$ cat config.mk
export PLATFORM = sky130hd
export DESIGN_NAME = conv33_result_reader
export DESIGN_NICKNAME = d
export VERILOG_FILES = /design/src/rtl/conv33_pkg.sv /design/src/rtl/conv33_tag_fifo.sv /design/src/rtl/conv33_result_reader.sv
export SDC_FILE = /design/constraint.sdc
export NUM_CORES = 1
export LEC_CHECK = 0
export CELL_PAD_IN_SITES_DETAIL_PLACEMENT = 0
export CELL_PAD_IN_SITES_GLOBAL_PLACEMENT = 2
export CORE_UTILIZATION = 46
export CTS_CLUSTER_SIZE = 16
export DETAILED_ROUTE_END_ITERATION = 8
export PLACE_DENSITY = 0.95
export SLEW_MARGIN = 10
export SYNTH_ARGS = -nofsm -noshare
export SYNTH_HDL_FRONTEND = slang
export SYNTH_SLANG_ARGS = --single-unit
$ cat constraint.sdc
create_clock -name clk -period 5.7 [get_ports clk]
set_input_delay 1.71 -clock clk [delete_from_list [all_inputs] [get_ports clk]]
set_output_delay 1.71 -clock clk [all_outputs]
set_load 0.02 [all_outputs]
$ cat src/rtl/conv33_pkg.sv
// Shared types and defaults for the conv33 result read path.
package conv33_pkg;

  typedef enum logic [1:0] {
    StIdle,
    StRun,
    StDrain,
    StDone
  } conv33_state_e;

  localparam int unsigned OutWidthDefault = 32;
  localparam int unsigned ImgWDefault     = 26;
  localparam int unsigned ImgHDefault     = 26;
  localparam int unsigned FifoDepthDefault = 4;

endpackage

$ cat src/rtl/conv33_tag_fifo.sv
// Small synchronous FIFO holding tagged result words ({last,row,col,data}).
// The head word reads as zero while the FIFO is empty.
module conv33_tag_fifo #(
  parameter int unsigned WIDTH = 43,
  parameter int unsigned DEPTH = 4,
  localparam int unsigned AW   = $clog2(DEPTH),
  localparam int unsigned CW   = $clog2(DEPTH + 1)
) (
  input  logic             clk,
  input  logic             rst,
  input  logic             push,
  input  logic [WIDTH-1:0] push_data,
  input  logic             pop,
  output logic [WIDTH-1:0] head_data,
  output logic             empty,
  output logic [CW-1:0]    count
);

  logic [WIDTH-1:0] mem [DEPTH];
  logic [AW-1:0]    wptr_q, rptr_q;
  logic [CW-1:0]    count_q, count_d;
  logic             full, do_push, do_pop;

  assign empty   = (count_q == '0);
  assign full    = (count_q == CW'(DEPTH));
  assign do_push = push && !full;
  assign do_pop  = pop && !empty;
  assign count   = count_q;

  // Storage needs no reset: the head is masked while empty.
  always_ff @(posedge clk) begin
    if (do_push) mem[wptr_q] <= push_data;
  end

  // Occupancy next-state; simultaneous push and pop leaves it unchanged.
  always_comb begin
    count_d = count_q;
    unique case ({do_push, do_pop})
      2'b10:   count_d = count_q + CW'(1);
      2'b01:   count_d = count_q - CW'(1);
      default: count_d = count_q;
    endcase
  end

  // Pointers and occupancy.
  always_ff @(posedge clk or posedge rst) begin
    if (rst) begin
      wptr_q  <= '0;
      rptr_q  <= '0;
      count_q <= '0;
    end else begin
      if (do_push) wptr_q <= wptr_q + AW'(1);
      if (do_pop)  rptr_q <= rptr_q + AW'(1);
      count_q <= count_d;
    end
  end

  // Head word, zeroed while empty so downstream sees clean outputs.
  always_comb begin
    head_data = '0;
    if (!empty) head_data = mem[rptr_q];
  end

endmodule

$ cat src/rtl/conv33_result_reader.sv
// Read-side controller for the conv33 output buffer: throttled reads, row/col
// tagging of returned results and a valid/ready result stream.
module conv33_result_reader
  import conv33_pkg::*;
#(
  parameter int unsigned OUT_WIDTH  = OutWidthDefault,
  parameter int unsigned IMG_W      = ImgWDefault,
  parameter int unsigned IMG_H      = ImgHDefault,
  parameter int unsigned FIFO_DEPTH = FifoDepthDefault
) (
  input  logic                     clk,
  input  logic                     rst,
  input  logic                     start,
  output logic                     read_en,
  input  logic                     buf_valid,
  input  logic [OUT_WIDTH-1:0]     buf_data,
  output logic                     m_valid,
  input  logic                     m_ready,
  output logic [OUT_WIDTH-1:0]     m_data,
  output logic [$clog2(IMG_H)-1:0] m_row,
  output logic [$clog2(IMG_W)-1:0] m_col,
  output logic                     m_last,
  output logic                     busy,
  output logic                     done
);

  localparam int unsigned RowW  = $clog2(IMG_H);
  localparam int unsigned ColW  = $clog2(IMG_W);
  localparam int unsigned Total = IMG_W * IMG_H;
  localparam int unsigned CntW  = $clog2(Total + 1);
  localparam int unsigned FcW   = $clog2(FIFO_DEPTH + 1);
  localparam int unsigned WordW = 1 + RowW + ColW + OUT_WIDTH;

  localparam logic [RowW-1:0] RowMax = RowW'(IMG_H - 1);
  localparam logic [ColW-1:0] ColMax = ColW'(IMG_W - 1);

  conv33_state_e   state_q, state_d;
  logic [CntW-1:0] accepted_q;
  logic [RowW-1:0] row_q;
  logic [ColW-1:0] col_q;
  logic            inflight_q;
  logic            capture;
  logic            fifo_room, frame_room;
  logic [FcW-1:0]  fifo_count;
  logic            fifo_empty;
  logic [WordW-1:0] push_word, head_word;

  // A read is issued only if its response is guaranteed a FIFO slot and the
  // frame still needs results beyond those already requested.
  assign fifo_room  = ({1'b0, fifo_count} + (FcW + 1)'(inflight_q)) < (FcW + 1)'(FIFO_DEPTH);
  assign frame_room = (accepted_q + CntW'(inflight_q)) < CntW'(Total);

  // State register.
  always_ff @(posedge clk or posedge rst) begin
    if (rst) state_q <= StIdle;
    else     state_q <= state_d;
  end

  // Next-state logic.
  always_comb begin
    state_d = state_q;
    unique case (state_q)
      StIdle:  if (start) state_d = StRun;
      StRun:   if (accepted_q == CntW'(Total)) state_d = StDrain;
      StDrain: if (fifo_empty) state_d = StDone;
      StDone:  state_d = StIdle;
      default: state_d = StIdle;
    endcase
  end

  // Output decode.
  always_comb begin
    read_en = 1'b0;
    busy    = 1'b0;
    done    = 1'b0;
    capture = 1'b0;
    unique case (state_q)
      StRun: begin
        read_en = fifo_room && frame_room;
        busy    = 1'b1;
        capture = buf_valid;
      end
      StDrain: begin
        busy    = 1'b1;
        capture = buf_valid;
      end
      StDone:  done = 1'b1;
      default: ;
    endcase
  end

  // Capture counters and the one-cycle read-in-flight flag.
  always_ff @(posedge clk or posedge rst) begin
    if (rst) begin
      accepted_q <= '0;
      row_q      <= '0;
      col_q      <= '0;
      inflight_q <= 1'b0;
    end else begin
      inflight_q <= read_en;
      if (state_q == StIdle && start) begin
        accepted_q <= '0;
        row_q      <= '0;
        col_q      <= '0;
      end else if (capture) begin
        accepted_q <= accepted_q + CntW'(1);
        if (col_q == ColMax) begin
          col_q <= '0;
          row_q <= row_q + RowW'(1);
        end else begin
          col_q <= col_q + ColW'(1);
        end
      end
    end
  end

  assign push_word = {(row_q == RowMax) && (col_q == ColMax), row_q, col_q, buf_data};

  conv33_tag_fifo #(
    .WIDTH (WordW),
    .DEPTH (FIFO_DEPTH)
  ) u_fifo (
    .clk       (clk),
    .rst       (rst),
    .push      (capture),
    .push_data (push_word),
    .pop       (m_valid && m_ready),
    .head_data (head_word),
    .empty     (fifo_empty),
    .count     (fifo_count)
  );

  assign m_valid = !fifo_empty;
  assign {m_last, m_row, m_col, m_data} = head_word;

endmodule

-- Word level (Yosys, flattened, before mapping)
Memory sizes are Yosys's and may differ from the RTL's.
Cells that the tools add are included.
- RAM bits: 172
- word-level logic and storage cells: 68
- output and inout port bits: 47
- input bits: 37
- memories: 1
- bits in registers: 30
- memories (name ; words ; bits a word ; rd ports ; clocked after memory_dff ; wr ports ; line ; RTL):
    u_fifo.mem ; 4 ; 43 ; 1 ; 0 ; 1 ; conv33_tag_fifo.sv:19 ; logic [WIDTH-1:0] mem [DEPTH];
- reduce and logical (&&, ||, !) cells: 16
- equality and inequality tests: 12
- order comparisons: 2
- multiplexer cells: 20
- add/sub/neg operators: 9
- operators by type and width (operator ; number):
    two-way mux 43 bit ; 1
    two-way mux 5 bit ; 6
    two-way mux 10 bit ; 2
    adder 10 x 1 -> 10 bit ; 1
    adder 10 x 1 -> 10 bit (second input constant) ; 1
    adder 5 x 1 -> 5 bit (second input constant) ; 2
    == test 10 bit (second input constant) ; 1
    == test 5 bit (second input constant) ; 2
    less-than comparator 10 bit (second input constant) ; 1
    case mux 2 bit (4 select lines) ; 1
    == test 2 bit (second input constant) ; 3
    logical AND 1 bit ; 6
    two-way mux 1 bit ; 6
    two-way mux 2 bit ; 3
    case mux 3 bit (2 select lines) ; 1
    nonzero test 2 bit ; 3
    adder 2 x 1 -> 2 bit (second input constant) ; 2
    adder 3 x 1 -> 4 bit ; 1
    == test 2 x 1 -> 1 bit (second input constant) ; 2
    less-than comparator 4 x 3 -> 1 bit (second input constant) ; 1
    inequality test 2 bit (second input constant) ; 2
    adder 3 x 1 -> 3 bit (second input constant) ; 1
    == test 3 bit (second input constant) ; 1
    zero test 3 bit ; 1
    other kinds (7) ; 8

-- Longest topological paths before layout
- depth in word-level cells: 6
- mapped depth: 12
- depth with buffers taken out: 11

-- Cells and area by module
A second synthesis with hierarchy kept.
- cells, all modules: 454
- area total of the unflattened synthesis: 8345.5 sq um
- by module, submodules not included (module ; seq. area each (sq um) ; cells each ; area each (sq um) ; instances):
    conv33_tag_fifo ; 5340.1 ; 312 ; 6975.4 ; 1
    conv33_result_reader ; 575.6 ; 142 ; 1370.1 ; 1

-- Worst setup path after synthesis
No wires, ideal clock.
- path kind: input-to-reg
- start: input port buf_valid
- end: memory u_fifo.mem[0][0] (enable)
- data required time: 5295 ps
- path slack: 1808 ps
- path buffers: 1
- arrival: 3487 ps
- cell stages on the path: 4
- setup time: 405 ps
- cell sequence: nand2_1 > clkbuf_1 > a31oi_1 > and2_1
- word-level cells in the longest chain between the ends: 4
- ends and longest elaborated chain (what ; line ; RTL):
    start, declared ; conv33_result_reader.sv:15 ; input logic buf_valid,
    two-way mux 1 bit ; conv33_result_reader.sv:77 ; unique case (state_q)
    logical AND 1 bit ; conv33_tag_fifo.sv:26 ; assign do_push = push && !full;
    two-way mux 1 bit ; conv33_tag_fifo.sv:32 ; if (do_push) mem[wptr_q] <= push_data;
    two-way mux 1 bit (not written as such) ; conv33_tag_fifo.sv:32 ;
    end, declared ; conv33_tag_fifo.sv:19 ;
Every way passes these cells.

-- Worst setup path after layout
- start: register u_fifo.rptr_q[0]
- end: output port m_data[1]
- word-level cells in the longest chain between the ends: 2
- ends and longest elaborated chain (what ; line ; RTL):
    start, declared ; conv33_tag_fifo.sv:20 ; logic [AW-1:0] wptr_q, rptr_q;
    start signal, assigned ; conv33_tag_fifo.sv:53 ; if (do_pop) rptr_q <= rptr_q + AW'(1);
    memory read (4 x 43 bit) ; -- ;
    two-way mux 43 bit ; conv33_tag_fifo.sv:61 ; if (!empty) head_data = mem[rptr_q];
    end, declared ; conv33_result_reader.sv:19 ; output logic [OUT_WIDTH-1:0] m_data,
Every way passes these cells.

==> results.md <==
- The flow ran to the end, and the final reports show no timing, DRC or antenna violations.
- The number of diodes is 0.
- The number of nets in the synthesized netlist is 506.
- The post-route core utilization is 57.6%.
- The count of pins over their slew limit is 0.
- The clock tree from TritonCTS is yes.
- For this run, design rule violations remaining after detail routing come to 0.
- The number of synthesized flops with an enable pin is 172.
- The post-route netlist has 16.7% of its cells at a drive strength greater than 1.
- The fraction of post-synthesis cell area in the top cell type by area is 63.1%.
- The termination of the worst setup path is m_data[1].
- The number of top-level design ports is 84.
- Entering global routing, the biggest net connects 45 pins.
- In this run the clock root is driven by a clkbuf_16.
- The via count of the first global-routing pass came to 4,309.
- Dividing the detail-routed wire length by the instance count gives 18.3 um.
- Max-cap violations in this run came to 0.
- Summed over all failing endpoints, the final setup total negative slack is 0 ns.
- The maximum clock frequency is 209 MHz.
- Summing the sequential cell areas from Yosys gives 72.3% of the chip area.
- The final weighted congestion of routability-driven global placement is 0.782.
- The post-synthesis instance area is 8180 um2.
- The number of antenna violations at the first check in global routing is 0.
- The number of vias after detailed routing is 4,170.
- The average instance in the mapped netlist occupies 18.1 um2.
- IR analysis of the VDD net gives a maximum drop of 0.283 mV.
- The number of hold buffers added after CTS was 0.
- Once detail routing completed, the nets flagged for antenna violations numbered 0.
- In the global route stage, overall resource usage came out at 16.5%.
- The x dimension of the die is 135 um.
- The analysis attributes to cell leakage a power of 3.47 nW.
- The design draws 0.00548 W.
- The critical-path cell with the highest stage delay is dfrtp_2.
- Setup repair after global routing left no endpoint under its margin.
- The worst-skew pair later-pin latency is 0.49 ns.
- The class of the worst hold path is register to register.
- The first routing iteration left 277 violations.
- The number of endpoints failing setup at the final stage is 0.
- The number of hold-slack violations in the final timing report is 0.
- The HPWL after detailed placement is 9280 um.
- The number of iterations in the first detailed-routing pass is 5.
- The area added between synthesis and finish is 22.1%.
- The post-cts resize count is 0.
- STA classifies the critical path startpoint as a register.
- The count of buffers added on input and output ports is 83.
- The total power density per cell area is 549 nW/um2.
- Summed over all layers, the global routing overflow is 0.
- The data arrival time of the critical path is 3.08 ns.
- After detailed routing, the number of vias per cell comes to 5.29.
- CTS saw 202 sinks.
- The origin of the critical flop-to-flop path is state_q[0].
- The critical path's largest stage delay is 0.91 ns.
- The remaining max-slew budget at the tightest pin is 27.8%.
- The post-synthesis sequential element count is 202.
- The worst-case clock skew is 0.00733 ns.
- The buffers inserted during post-CTS setup optimization is 0.
- The pin slew with the least headroom to its limit is 1.08 ns.
- The predominant post-synthesis flop cell is edfxtp_1.
- The full die area is 18,300 um2.
- The worst setup path is of the register to output pin kind.
- The number of different library cells used by synthesis comes to 36.
- In the final layout, flip-flops and latches occupy 5920 um2.
- The cell count after synthesis came out at 452.
- The floorplan die height is 135 um.
- The capturing element type of the critical path is an output pin.
- The area of the multi-input gates is 2120 um2.
- The maximum buffer depth of the clock tree is 3.
- The clock-pin slew reported for the worst setup and hold paths after clock tree synthesis is 0.06 ns.
- The internal reg-to-reg setup slack is 2.44 ns.
- The initial utilization of the core area, before any placement, comes to 47.1%.
- The signal on the critical path passes through buf_4, mux4_2, and2_1, clkdlybuf4s50_1.
- The logic depth of the worst register-to-register path is 6.
- During synthesis, Yosys emitted a total of 0 warnings.
- The placeable core area is 17,400 um2.
- The largest area contributor in the netlist is edfxtp_1.
- The number of filler instances in the final layout is 1,283.
- The initialized floorplan defines 48 standard-cell rows.
- The peak fanout along the critical path is 25.
- The shortest clock period the worst path allows after layout is 4.79 ns.
- Sorting the synthesized cells by area gives the leading types as edfxtp_1, mux4_2, dfrtp_1.
- In this run the critical register-to-register path is captured at u_fifo.mem[1][37].
- Counting the buffers created by CTS gives 21.
- The global-route wire length before repair is 22,700 um.
- CTS built an H-tree with a depth of 1.
- The final layout contains 603 nets.
- Data on the critical path is required at its endpoint by 3.99 ns.
- The total length of routed wires is 14,400 um.
- The critical path starts at u_fifo.rptr_q[0].
- The fraction of registers with async set/reset is 14.9%.
- The share of the cycle needed by the critical path after routing is 84.1%.
[stage by stage]
| step | instances | instance area (um2) | setup slack [ns] | hold WS (ns) |
|---|---|---|---|---|
| after floorplan | 452 | 8180 | 1.81 | 0.468 |
| after global placement | 751 | 9300 | 1.20 | 0.516 |
| after detailed placement | 751 | 9300 | 1.04 | 0.522 |
| after CTS | 789 | 9990 | 0.788 | 0.534 |
| after global routing | 789 | 9990 | 0.677 | 0.576 |
| final | 789 | 9990 | 0.907 | 0.530 |
[area by class of cell]
type / instances / area share [%]
multi-input cells: 212 / 21.2
repair buffers: 95 / 9.22
inverters: 17 / 0.639
clock inverters: 14 / 1.55
flip-flops and latches: 202 / 59.2
clock buffers: 24 / 5.37
well taps: 225 / 2.82
[layout by cell type, fill, tap and decap left out, types with 5 or more instances in the layout]
cell type / netlist / final
nand2_1: 13 / 13
mux4_2: 43 / 43
and2_1: 50 / 46
a21oi_1: 6 / 6
xnor2_1: 11 / 11
edfxtp_1: 172 / 172
xor2_1: 5 / 5
clkbuf_16: 0 / 21
inv_1: 15 / 15
buf_4: 0 / 12
or3_1: 5 / 5
ha_1: 16 / 16
dfrtp_1: 30 / 28
nor2_1: 20 / 20
nand3_1: 8 / 8
clkdlybuf4s50_1: 0 / 83
[kinds of logic (layout without fill, tap and decap cells)]
group / Yosys count / after routing / synth area share (%)
flip-flops: 202 / 202 / 72.3
AND/OR/NAND/NOR: 113 / 113 / 7.63
multiplexers: 46 / 46 / 12.2
buffers and inverters: 38 / 150 / 1.88
AO/OA/AOI/OAI: 20 / 20 / 1.54
adder cells (fa/ha/maj): 17 / 17 / 2.69
XOR/XNOR: 16 / 16 / 1.71
[worst max-delay path: cells and delay by family (launching register included)]
family	cells	cell delay (ns)
buffers and inverters	2	0.93
flip-flops	1	0.91
AND/OR/NAND/NOR	1	0.20
multiplexers	1	0.54
[per-layer routing]
| metal | share of wire, % | vias up | global-route usage [%] |
|---|---|---|---|
| met5 | 0 | - | 0 |
| met4 | 2.1 | 0 | 4.99 |
| met3 | 5.0 | 22 | 3.03 |
| met2 | 50 | 116 | 28.1 |
| met1 | 43 | 2096 | 21.6 |
| li1 | - | 1936 | - |
[sequential cells by signal (all words and copies together), names as in the netlist]
name           cells
u_fifo.wptr_q      2
row_q              5
u_fifo.mem       172
u_fifo.rptr_q      2
state_q            2
col_q              5
inflight_q         1
u_fifo.count       3
accepted_q        10
[cells in the mapped netlist, types with 3 or more instances]
cell / number
a21oi_1: 6
nand4b_1: 3
xor2_1: 5
clkbuf_1: 12
nor3_1: 4
nand3_1: 8
ha_1: 16
and2_1: 50
xnor2_1: 11
nor4_1: 3
o21ai_1: 4
a31oi_1: 3
or3_1: 5
nand2_1: 13
edfxtp_1: 172
inv_1: 15
nor2_1: 20
dfrtp_1: 30
buf_2: 9
a311oi_1: 3
mux4_2: 43
[power breakdown]
group / switching (W) / internal (W) / total (W)
Clock: 0.000527 / 0.000816 / 0.00134
Sequential: 0.000266 / 0.00198 / 0.00225
Combinational: 0.000887 / 0.00100 / 0.00189
[worst min path at each step]
stage / startpoint / end / slack [ns] / depth (start not counted)
3_3_place_gp: u_fifo.count[2] / u_fifo.count[2] / 0.52 / 1
4_1_cts: u_fifo.count[2] / u_fifo.count[2] / 0.53 / 1
3_5_place_dp: u_fifo.count[0] / u_fifo.count[0] / 0.52 / 1
2_1_floorplan: u_fifo.count[2] / u_fifo.count[2] / 0.47 / 1
6_report: u_fifo.count[2] / u_fifo.count[2] / 0.53 / 1
5_1_grt: accepted_q[9] / inflight_q / 0.58 / 1
No activity file was read; power rests on OpenSTA's default activity.
